[src/rtl/audio_pkg.sv]
// Shared widths, volume encoding, FSM states and the accumulator clamp for the audio mixer.
// No latency or backpressure of its own; the contents are used only by the mixer modules.
package audio_pkg;

    localparam int SAMPLE_W = 8;
    localparam int OUT_W    = 16;
    localparam int ACC_W    = 18;

    localparam logic [1:0] VOL_OFF = 2'd0;
    localparam logic [1:0] VOL_SH5 = 2'd1;
    localparam logic [1:0] VOL_SH6 = 2'd2;
    localparam logic [1:0] VOL_SH7 = 2'd3;

    localparam logic signed [ACC_W-1:0] ACC_MAX = 18'sd32767;
    localparam logic signed [ACC_W-1:0] ACC_MIN = -18'sd32768;

    typedef enum logic [1:0] {
        ST_IDLE,
        ST_ACC,
        ST_SAT,
        ST_FILT
    } mix_state_t;

    function automatic logic signed [OUT_W-1:0] sat16(input logic signed [ACC_W-1:0] acc);
        if (acc > ACC_MAX) begin
            return 16'sh7fff;
        end else if (acc < ACC_MIN) begin
            return 16'sh8000;
        end else begin
            return acc[OUT_W-1:0];
        end
    endfunction

endpackage

[src/rtl/one_pole_lpf.sv]
// One-pole low-pass y += (x - y) >>> FILT_SHIFT, or a plain register when FILT_SHIFT = 0.
// Latency: y updates on the clock edge where en is high. Backpressure: none, en is a strobe.
module one_pole_lpf #(
    parameter int FILT_SHIFT = 2,
    parameter int WIDTH      = 16
) (
    input  logic                    clk_sys,
    input  logic                    reset,
    input  logic                    en,
    input  logic signed [WIDTH-1:0] x,
    output logic signed [WIDTH-1:0] y
);

    logic signed [WIDTH-1:0] y_next;

    generate
        if (FILT_SHIFT == 0) begin : g_bypass
            always_comb begin
                y_next = x;
            end
        end else begin : g_filt
            logic signed [WIDTH:0] x_ext;
            logic signed [WIDTH:0] y_ext;
            logic signed [WIDTH:0] diff;
            logic signed [WIDTH:0] y_sum;

            // The new value lies between the old y and x, so it never leaves WIDTH bits.
            always_comb begin
                x_ext = {x[WIDTH-1], x};
                y_ext = {y[WIDTH-1], y};
                diff  = x_ext - y_ext;
                y_sum = y_ext + (diff >>> FILT_SHIFT);
                y_next = WIDTH'(y_sum);
            end
        end
    endgenerate

    always_ff @(posedge clk_sys or posedge reset) begin
        if (reset) begin
            y <= '0;
        end else if (en) begin
            y <= y_next;
        end
    end

endmodule

[src/rtl/audio_mix_stage.sv]
// Time-multiplexed mixer: snapshots channels, sums volume/pan-scaled terms with clamping, filters.
// Latency: CHANNELS+2 clocks from ce_sample; strobes arriving while busy are dropped (overrun pulse).
module audio_mix_stage
    import audio_pkg::*;
#(
    parameter int CHANNELS   = 4,
    parameter int FILT_SHIFT = 2
) (
    input  logic                           clk_sys,
    input  logic                           reset,
    input  logic                           ce_sample,
    input  logic [CHANNELS*SAMPLE_W-1:0]   ch_sample,
    input  logic [CHANNELS*2-1:0]          ch_vol,
    input  logic [CHANNELS*2-1:0]          ch_pan,
    input  logic                           mute,
    output logic [OUT_W-1:0]               audio_l,
    output logic [OUT_W-1:0]               audio_r,
    output logic                           out_valid,
    output logic                           busy,
    output logic                           overrun
);

    localparam int IDX_W = (CHANNELS > 1) ? $clog2(CHANNELS) : 1;
    localparam logic [IDX_W-1:0] IDX_LAST = IDX_W'(CHANNELS - 1);

    mix_state_t                         state;
    logic [CHANNELS*SAMPLE_W-1:0]       snap_sample;
    logic [CHANNELS*2-1:0]              snap_vol;
    logic [CHANNELS*2-1:0]              snap_pan;
    logic [IDX_W-1:0]                   idx;
    logic signed [ACC_W-1:0]            acc_l;
    logic signed [ACC_W-1:0]            acc_r;
    logic signed [OUT_W-1:0]            sat_l;
    logic signed [OUT_W-1:0]            sat_r;

    logic signed [SAMPLE_W:0]           s;
    logic signed [ACC_W-1:0]            s_ext;
    logic signed [ACC_W-1:0]            term;
    logic                               lpf_en;
    logic signed [OUT_W-1:0]            lpf_x_l;
    logic signed [OUT_W-1:0]            lpf_x_r;
    logic signed [OUT_W-1:0]            lpf_y_l;
    logic signed [OUT_W-1:0]            lpf_y_r;

    // The snapshot shifts down one channel per ACC cycle, so the current channel is always lane 0.
    always_comb begin
        s     = $signed({1'b0, snap_sample[SAMPLE_W-1:0]}) - 9'sd128;
        s_ext = s;
        case (snap_vol[1:0])
            VOL_SH5: term = s_ext <<< 5;
            VOL_SH6: term = s_ext <<< 6;
            VOL_SH7: term = s_ext <<< 7;
            default: term = '0;
        endcase
    end

    always_comb begin
        lpf_en  = (state == ST_FILT);
        lpf_x_l = mute ? '0 : sat_l;
        lpf_x_r = mute ? '0 : sat_r;
    end

    always_ff @(posedge clk_sys or posedge reset) begin
        if (reset) begin
            state       <= ST_IDLE;
            snap_sample <= '0;
            snap_vol    <= '0;
            snap_pan    <= '0;
            idx         <= '0;
            acc_l       <= '0;
            acc_r       <= '0;
            sat_l       <= '0;
            sat_r       <= '0;
            out_valid   <= 1'b0;
            busy        <= 1'b0;
            overrun     <= 1'b0;
        end else begin
            out_valid <= 1'b0;
            overrun   <= ce_sample && (state != ST_IDLE);
            case (state)
                ST_IDLE: begin
                    if (ce_sample) begin
                        snap_sample <= ch_sample;
                        snap_vol    <= ch_vol;
                        snap_pan    <= ch_pan;
                        acc_l       <= '0;
                        acc_r       <= '0;
                        idx         <= '0;
                        busy        <= 1'b1;
                        state       <= ST_ACC;
                    end
                end
                ST_ACC: begin
                    if (snap_pan[0]) acc_l <= acc_l + term;
                    if (snap_pan[1]) acc_r <= acc_r + term;
                    snap_sample <= snap_sample >> SAMPLE_W;
                    snap_vol    <= snap_vol >> 2;
                    snap_pan    <= snap_pan >> 2;
                    if (idx == IDX_LAST) begin
                        state <= ST_SAT;
                    end else begin
                        idx <= idx + 1'b1;
                    end
                end
                ST_SAT: begin
                    sat_l <= sat16(acc_l);
                    sat_r <= sat16(acc_r);
                    state <= ST_FILT;
                end
                ST_FILT: begin
                    out_valid <= 1'b1;
                    busy      <= 1'b0;
                    state     <= ST_IDLE;
                end
                default: begin
                    busy  <= 1'b0;
                    state <= ST_IDLE;
                end
            endcase
        end
    end

    one_pole_lpf #(.FILT_SHIFT(FILT_SHIFT), .WIDTH(OUT_W)) u_lpf_l (
        .clk_sys (clk_sys),
        .reset   (reset),
        .en      (lpf_en),
        .x       (lpf_x_l),
        .y       (lpf_y_l)
    );

    one_pole_lpf #(.FILT_SHIFT(FILT_SHIFT), .WIDTH(OUT_W)) u_lpf_r (
        .clk_sys (clk_sys),
        .reset   (reset),
        .en      (lpf_en),
        .x       (lpf_x_r),
        .y       (lpf_y_r)
    );

    assign audio_l = lpf_y_l;
    assign audio_r = lpf_y_r;

endmodule

[config.mk]
export PLATFORM = sky130hd
export DESIGN_NAME = audio_mix_stage
export DESIGN_NICKNAME = d
export VERILOG_FILES = /design/src/rtl/audio_pkg.sv /design/src/rtl/one_pole_lpf.sv /design/src/rtl/audio_mix_stage.sv
export SDC_FILE = /design/constraint.sdc
export NUM_CORES = 1
export LEC_CHECK = 0
export ABC_AREA = 1
export CORE_MARGIN = 5
export CORE_UTILIZATION = 25
export CTS_CLUSTER_DIAMETER = 120
export DETAILED_ROUTE_END_ITERATION = 10
export PLACE_DENSITY = 0.4
export RECOVER_POWER = 25
export SYNTH_ARGS = -nofsm -noshare
export SYNTH_HDL_FRONTEND = slang
export SYNTH_HIERARCHICAL = 1
export SYNTH_SLANG_ARGS = --single-unit
[constraint.sdc]
create_clock -name clk_sys -period 4.5 [get_ports clk_sys]
set_clock_uncertainty 0.15 [all_clocks]
set_input_delay 0.9 -clock clk_sys [delete_from_list [all_inputs] [get_ports clk_sys]]
set_output_delay 0.9 -clock clk_sys [all_outputs]
set_load 0.02 [all_outputs]
==> results.tsv, run 1 <==
metric	value	unit
p_int	5.79	mW
max_freq	0.242	GHz
wl_per_cell	14.0	um
cp.required	4.70	ns
tns	0	ns
grt_pass1_vias	9037	
synth_top_area_share	33.8	%
postCtsSetupRepairBufs	0	
hold_end	snap_sample[24]	
cts_root_buf	clkbuf_16	
r2r_slack	1.08	ns
setup_viol	0	
ant_nets	0	
r2r_end	u_lpf_r/y[14]	
cpPeakStageDelay	0.44	ns
crit_cells	21	
nNetsFinal	1642	
io_buffers	86	
max_cap_viol_count	1	
cts_tree	yes	
place_congestion	0.858	
dr.pass1.iters	5	
critPathKind	input port to register	
clkPwrFrac	13.5	%
powerDensity	915	nW/um^2
fin_crit_sh	91.7	%
numCtsBuffers	17	
grt_pass1_wl	47100	um
critical_path_peak_fanout	14	
drt_iter0_drc	417	
dr_total_vias	9191	
die_w	212	um
start_kind	input port	
async_reset_ff_share	100	%
ys_seq_elements	137	
pwr-share-comb	67.3	%
period_needed	4.13	ns
yosys.area.top_type	dfrtp_1	
cp.arrival	4.33	ns
hpwl	22400	um
ys_top_cells_by_area	dfrtp_1 34%, nand2_1 12%, ha_1 10%	
rows	73	
insertion_delay	0.43	ns
cts_buffer_depth	2	
cts_resized	0	
synth_ff_type	dfrtp_1	
synth_area_per_cell	7.31	um^2
min-delay-path-class	register to register	
outcome	complete, but fails checks	
switching_share	49.3	%
clkSlewWorstSetupHoldPaths	0.07	ns
p_sw	5.64	mW
yosys_warnings	6	
cp-end-kind	register	
crit_buf_inv	4	
antenna_found_initial	1	
die_height	212	um
ys_seq_area_share	33.8	%
htree_levels	4	
synth_cells	1388	
crit_chain	clkdlybuf4s50_1 -> buf_12 -> nor2_1 -> buf_4 -> ha_1 -> nand2_1 -> inv_1 -> nand2_2 -> nand2_4 -> a21oi_2 -> o21ai_2 -> nand3_1 -> nand2_1 -> xor2_1 -> ha_1 -> a21oi_1 -> o21ai_1 -> a21oi_1 -> o21ai_0 -> or2_1 -> a31oi_1	
area_delta_synth_final	23.1	%
overflow	0	
grt_max_degree	77	
hold_violations	0	
min_path_cells	2	
synth_fp_nets	1529	
cts_hold_buf	0	
start_util	25.4	%
clock_sinks	137	
drt_wl_total	28500	um
final_layout_size_suffix_gt1_share	9.38	%
power_frac_seq	19.2	%
peakVddDrop	0.000235	V
worst_pin_slew	2.21	ns
drt-vias-per-instance	4.51	
regToRegStartpoint	sat_r[4]	
drc	0	
ys_types	47	
worst_path_max_delay_cell	clkdlybuf4s50_1	
netlist_area	10200	um^2
grt_setup_unrepaired	false	
dp_cells	2007	
pin_count	87	
core_area	39900	um^2
groute.usage.overall	12.9	%
slew_headroom	-48.1	%
die_area	44700	um^2
hold_start	snap_sample[24]	
stdcell_count	2039	
p_leak	6.10	nW
final_max_slew_viol_count	47	
diodes	0	
worst_r2r_path_depth	19	
crit_family	compound AO/OA/AOI/OAI gates	
failed_checks	max-capacitance violations, max-slew violations	
synth-edff-count	0	
## sequential cells by signal, summed over array words and instances (netlist names), 2 cells and up
register and cells:
snap_sample 32, u_lpf_l/y 16, u_lpf_r/y 16, acc_l 13, acc_r 13, sat_l 12
sat_r 12, snap_pan 8, snap_vol 8, idx 2, state 2
## worst register-to-register path, delay by kind of cell, from the launching register on
family,cells,cell delay [ns]
XOR/XNOR,1,0.18
AND/OR/NAND/NOR,7,0.56
flip-flops,1,0.36
AO/OA/AOI/OAI,6,1.02
adder cells (fa/ha/maj),2,0.70
buffers and inverters,3,0.35
## power groups by stage
| stage | combinational [mW] | clock (mW) | sequential (mW) |
|---|---|---|---|
| after floorplan | 5.47 | 0 | 2.27 |
| after global placement | 7.77 | 0 | 2.23 |
| after detailed placement | 7.78 | 0 | 2.23 |
| after CTS | 7.81 | 1.60 | 2.21 |
| after global routing | 8.78 | 1.65 | 2.28 |
| final | 7.70 | 1.54 | 2.19 |
## per-layer routing
layer,up-vias,routed length [um],track usage [%]
met2,120,12800,21.0
met3,19,1050,2.90
li1,4825,-,-
met4,2,338,3.11
met5,-,13,0
met1,4225,14200,17.5
## synthesized netlist by cell type, types with 11 or more instances
master,number
a21oi_1,76
a31oi_1,35
clkbuf_1,22
dfrtp_1,137
ha_1,85
inv_1,187
nand2_1,332
nand2_2,23
nand3_1,82
nand4_1,20
nor2_1,106
o211ai_1,11
o21ai_0,104
xnor2_1,21
xor2_1,22
## final cells by class
cell class | instances | area (um^2)
multi-input combinational | 1025 | 5860
inverter | 190 | 714
timing repair buffer | 130 | 1200
clock buffer | 22 | 494
clock inverter | 10 | 139
sequential | 137 | 3430
tap | 525 | 657
fill | 4312 | 27400
## cell families (layout without fill, tap and decap cells)
logic type      Yosys count  in the layout  share of synthesized area (%)
compound gates          289            289                           16.9
fa+ha+maj                89             89                           11.3
buf+inv                 226            352                           8.59
simple gates            604            604                           25.8
xor+xnor                 43             43                           3.71
flops                   137            137                           33.8
## worst max path at each step
| stage | startpoint | end | slack (ns) |
|---|---|---|---|
| finish | mute | u_lpf_l/y[12] | 0.37 |
| global route | mute | u_lpf_l/y[15] | 0.007 |
| CTS | mute | u_lpf_l/y[12] | 0.35 |
| detailed placement | mute | u_lpf_l/y[15] | -0.11 |
| global placement | mute | u_lpf_r/y[14] | -0.1 |
| floorplan | mute | u_lpf_r/y[12] | 0.62 |
## placed cells by master (no fill, tap or decap), drive strengths merged
cell and n:
nand4 20, buf 44, nand2 357, o221ai 4, bufinv 3, a21oi 88, or2 8, nor2 112
inv 190, clkbuf 22, dfrtp 137, a31oi 35, o21bai 9, ha 85, o22ai 8, and3 2
nand3 86, clkinv 5, a211oi 2, xor2 22, dlygate4sd3 2, o211ai 11, xnor2 21, clkinvlp 2
fa 4, clkdlybuf4s50 84, o21a 2, nor3 11, a21o 4, nand3b 6, o21ai 117, and2 2
a22o 2, a221oi 2, a31o 2, a32o 3
## per-stage QoR
step | utilization (%) | cell area (um^2) | total power, mW | setup WS (ns) | hold slack, ns
3_3_place_gp | 29.7 | 11900 | 9.99 | -0.0956 | 0.305
4_1_cts | 31.3 | 12500 | 11.6 | 0.352 | 0.324
3_5_place_dp | 29.7 | 11900 | 10.0 | -0.110 | 0.308
2_1_floorplan | - | 10200 | 7.74 | 0.619 | 0.292
5_1_grt | 31.3 | 12500 | 12.7 | 0.00691 | 0.342
6_report | 31.3 | 12500 | 11.4 | 0.375 | 0.321
No activity file was read; power rests on OpenSTA's default activity.
==> inputs of run 2 (changes only) <==
ABC_CLOCK_PERIOD_IN_PS = 4500   (was not set)
DONT_BUFFER_PORTS = 1   (was not set)
PLACE_DENSITY = 0.37   (was 0.4)
==> results.tsv, run 2 (synthesis gave the netlist of run 1 again) <==
metric	value	unit	change
final_layout_size_suffix_gt1_share	7.74	%	was 9.38%
layout_commonest_cell	nand2_1		unchanged
numCtsBuffers	17		unchanged
ant_nets	0		unchanged
busiest_layer	met2		unchanged
final_max_slew_viol_count	67		was 47
r2r_slack	0.95	ns	was 1.08 ns
drt-vias-per-instance	4.55		was 4.51
pin_count	87		unchanged
start_util	25.4	%	unchanged
fill_cells	4387		was 4312
max_freq	0.273	GHz	was 0.242 GHz
postCtsSetupRepairBufs	0		unchanged
regToRegStartpoint	sat_r[4]		unchanged
cp-end-kind	register		unchanged
dr_total_vias	8748		was 9191
grt_pass1_vias	8736		was 9037
drt_iter0_drc	436		was 417
grt_pass1_wl	46500	um	was 47100 um
setup_viol	0		unchanged
place_congestion	0.838		was 0.858
fin_crit_sh	81.4	%	was 91.7%
period_needed	3.66	ns	was 4.13 ns
area_delta_synth_final	11.5	%	was 23.1%
die_area	44700	um^2	unchanged
cp.required	4.66	ns	was 4.70 ns
htree_levels	4		unchanged
insertion_delay	0.45	ns	was 0.43 ns
grt_use_met3	3.44	%	was 2.90%
use_met1	17.3	%	was 17.5%
hpwl	21900	um	was 22400 um
clkSlewWorstSetupHoldPaths	0.07	ns	about the same
grt_setup_unrepaired	false		unchanged
drt_wl_total	28200	um	was 28500 um
grt_max_degree	76		was 77
nNetsFinal	1524		was 1642
hold_violations	0		unchanged
cts_tree	yes		unchanged
multi_input_area	5860	um^2	unchanged
crit_start	mute		unchanged
rows	73		unchanged
cp.arrival	3.82	ns	was 4.33 ns
critical_path_peak_fanout	24		was 14
die_height	212	um	unchanged
use_met2	20.4	%	was 21.0%
groute.usage.overall	13.0	%	was 12.9%
start_kind	input port		unchanged
worst_r2r_path_depth	16		was 19
max_cap_viol_count	1		unchanged
worst_pin_slew	2.73	ns	was 2.21 ns
top_regs	snap_sample: 32 flops, u_lpf_l/y: 16 flops, u_lpf_r/y: 16 flops		unchanged
dr.pass1.iters	5		unchanged
core_area	39900	um^2	unchanged
drc	0		unchanged
cts_buffer_depth	2		unchanged
place_ws	0.382	ns	was -0.110 ns
regArea	3430	um^2	unchanged
final_cell_mix	332 x nand2_1, 187 x inv_1, 137 x dfrtp_1		was 332 x nand2_1, 186 x inv_1, 137 x dfrtp_1
diodes	0		unchanged
slew_headroom	-82.5	%	was -48.1%
largest_reg_flops	32		unchanged
cts_root_buf	clkbuf_16		unchanged
wl_per_cell	14.7	um	was 14.0 um
critPathKind	input port to register		unchanged
r2r_end	u_lpf_r/y[14]		unchanged
clock_sinks	137		unchanged
fin_ws	0.836	ns	was 0.375 ns
die_w	212	um	unchanged
cts_hold_buf	0		unchanged
cts_resized	0		unchanged
io_buffers	0		was 86
overflow	0		unchanged
failed_checks	max-capacitance violations, max-slew violations		unchanged
cp-endpoint	u_lpf_r/y[14]		was u_lpf_l/y[12]
tns	0	ns	unchanged
outcome	complete, but fails checks		unchanged
top_register	snap_sample		unchanged
antenna_found_initial	0		was 1
min-delay-path-class	input port to asynchronous set/reset pin		was register to register
## run 2: cell types whose count changed in the layout (fill, tap and decap cells not counted), moves of 2 or more
cell             previous run  this run
bufinv_16                   3         1
dlygate4sd3_1               2         0
clkinvlp_4                  1         4
clkdlybuf4s50_1            84         0
clkbuf_8                    5         2
buf_4                      43        11
## run 2: area by class of cell
class | count | share of cell area [%]
multi-input combinational | 1025 | 51.8
sequential | 137 | 30.3
inverter | 190 | 6.30
tap | 525 | 5.80
clock buffer | 19 | 4.00
clock inverter | 13 | 1.07
timing repair buffer | 12 | 0.763
## run 2: metal layers
layer / wire, um / share of wire, % / up-vias
li1: - / - / 4592
met1: 13800 / 49 / 4001
met5: 0 / 0 / -
met4: 490 / 1.7 / 0
met2: 12600 / 44 / 132
met3: 1350 / 4.8 / 23
## run 2: worst min-delay path by stage
| stage | startpoint | endpoint | slack [ns] | cells past startpoint |
|---|---|---|---|---|
| final | reset | u_lpf_l/y[1] | 0.28 | 1 |
| after global routing | reset | u_lpf_l/y[1] | 0.35 | 1 |
| after CTS | reset | u_lpf_l/y[1] | 0.29 | 1 |
| after detailed placement | snap_sample[31] | snap_sample[31] | 0.31 | 2 |
| after global placement | snap_sample[30] | snap_sample[30] | 0.31 | 2 |
| after floorplan | snap_sample[24] | snap_sample[24] | 0.29 | 2 |
## run 2: per-stage QoR
step	hold slack, ns	cells	instance area [um^2]	util (%)
global route	0.351	1921	11300	28.4
floorplan	0.292	1388	10200	-
global placement	0.305	1889	10800	26.9
detailed placement	0.308	1889	10800	26.9
finish	0.285	1921	11300	28.4
CTS	0.292	1921	11300	28.4
## run 2: worst max-delay path, stage by stage
cell      delay [ns]
nor2_1          0.30
ha_1            0.34
a21oi_1         0.24
nand2_4         0.10
a21oi_2         0.22
o21ai_2         0.11
a21oi_1         0.17
xnor2_1         0.14
ha_1            0.31
a21oi_1         0.23
o21ai_0         0.19
a211oi_1        0.30
nand3_1         0.11
nand3_1         0.08
o21ai_1         0.07
Power of run 2 is left out: the tool's default activity adds up to more than one toggle a clock period on the data nets, which glitch-free logic cannot reach.
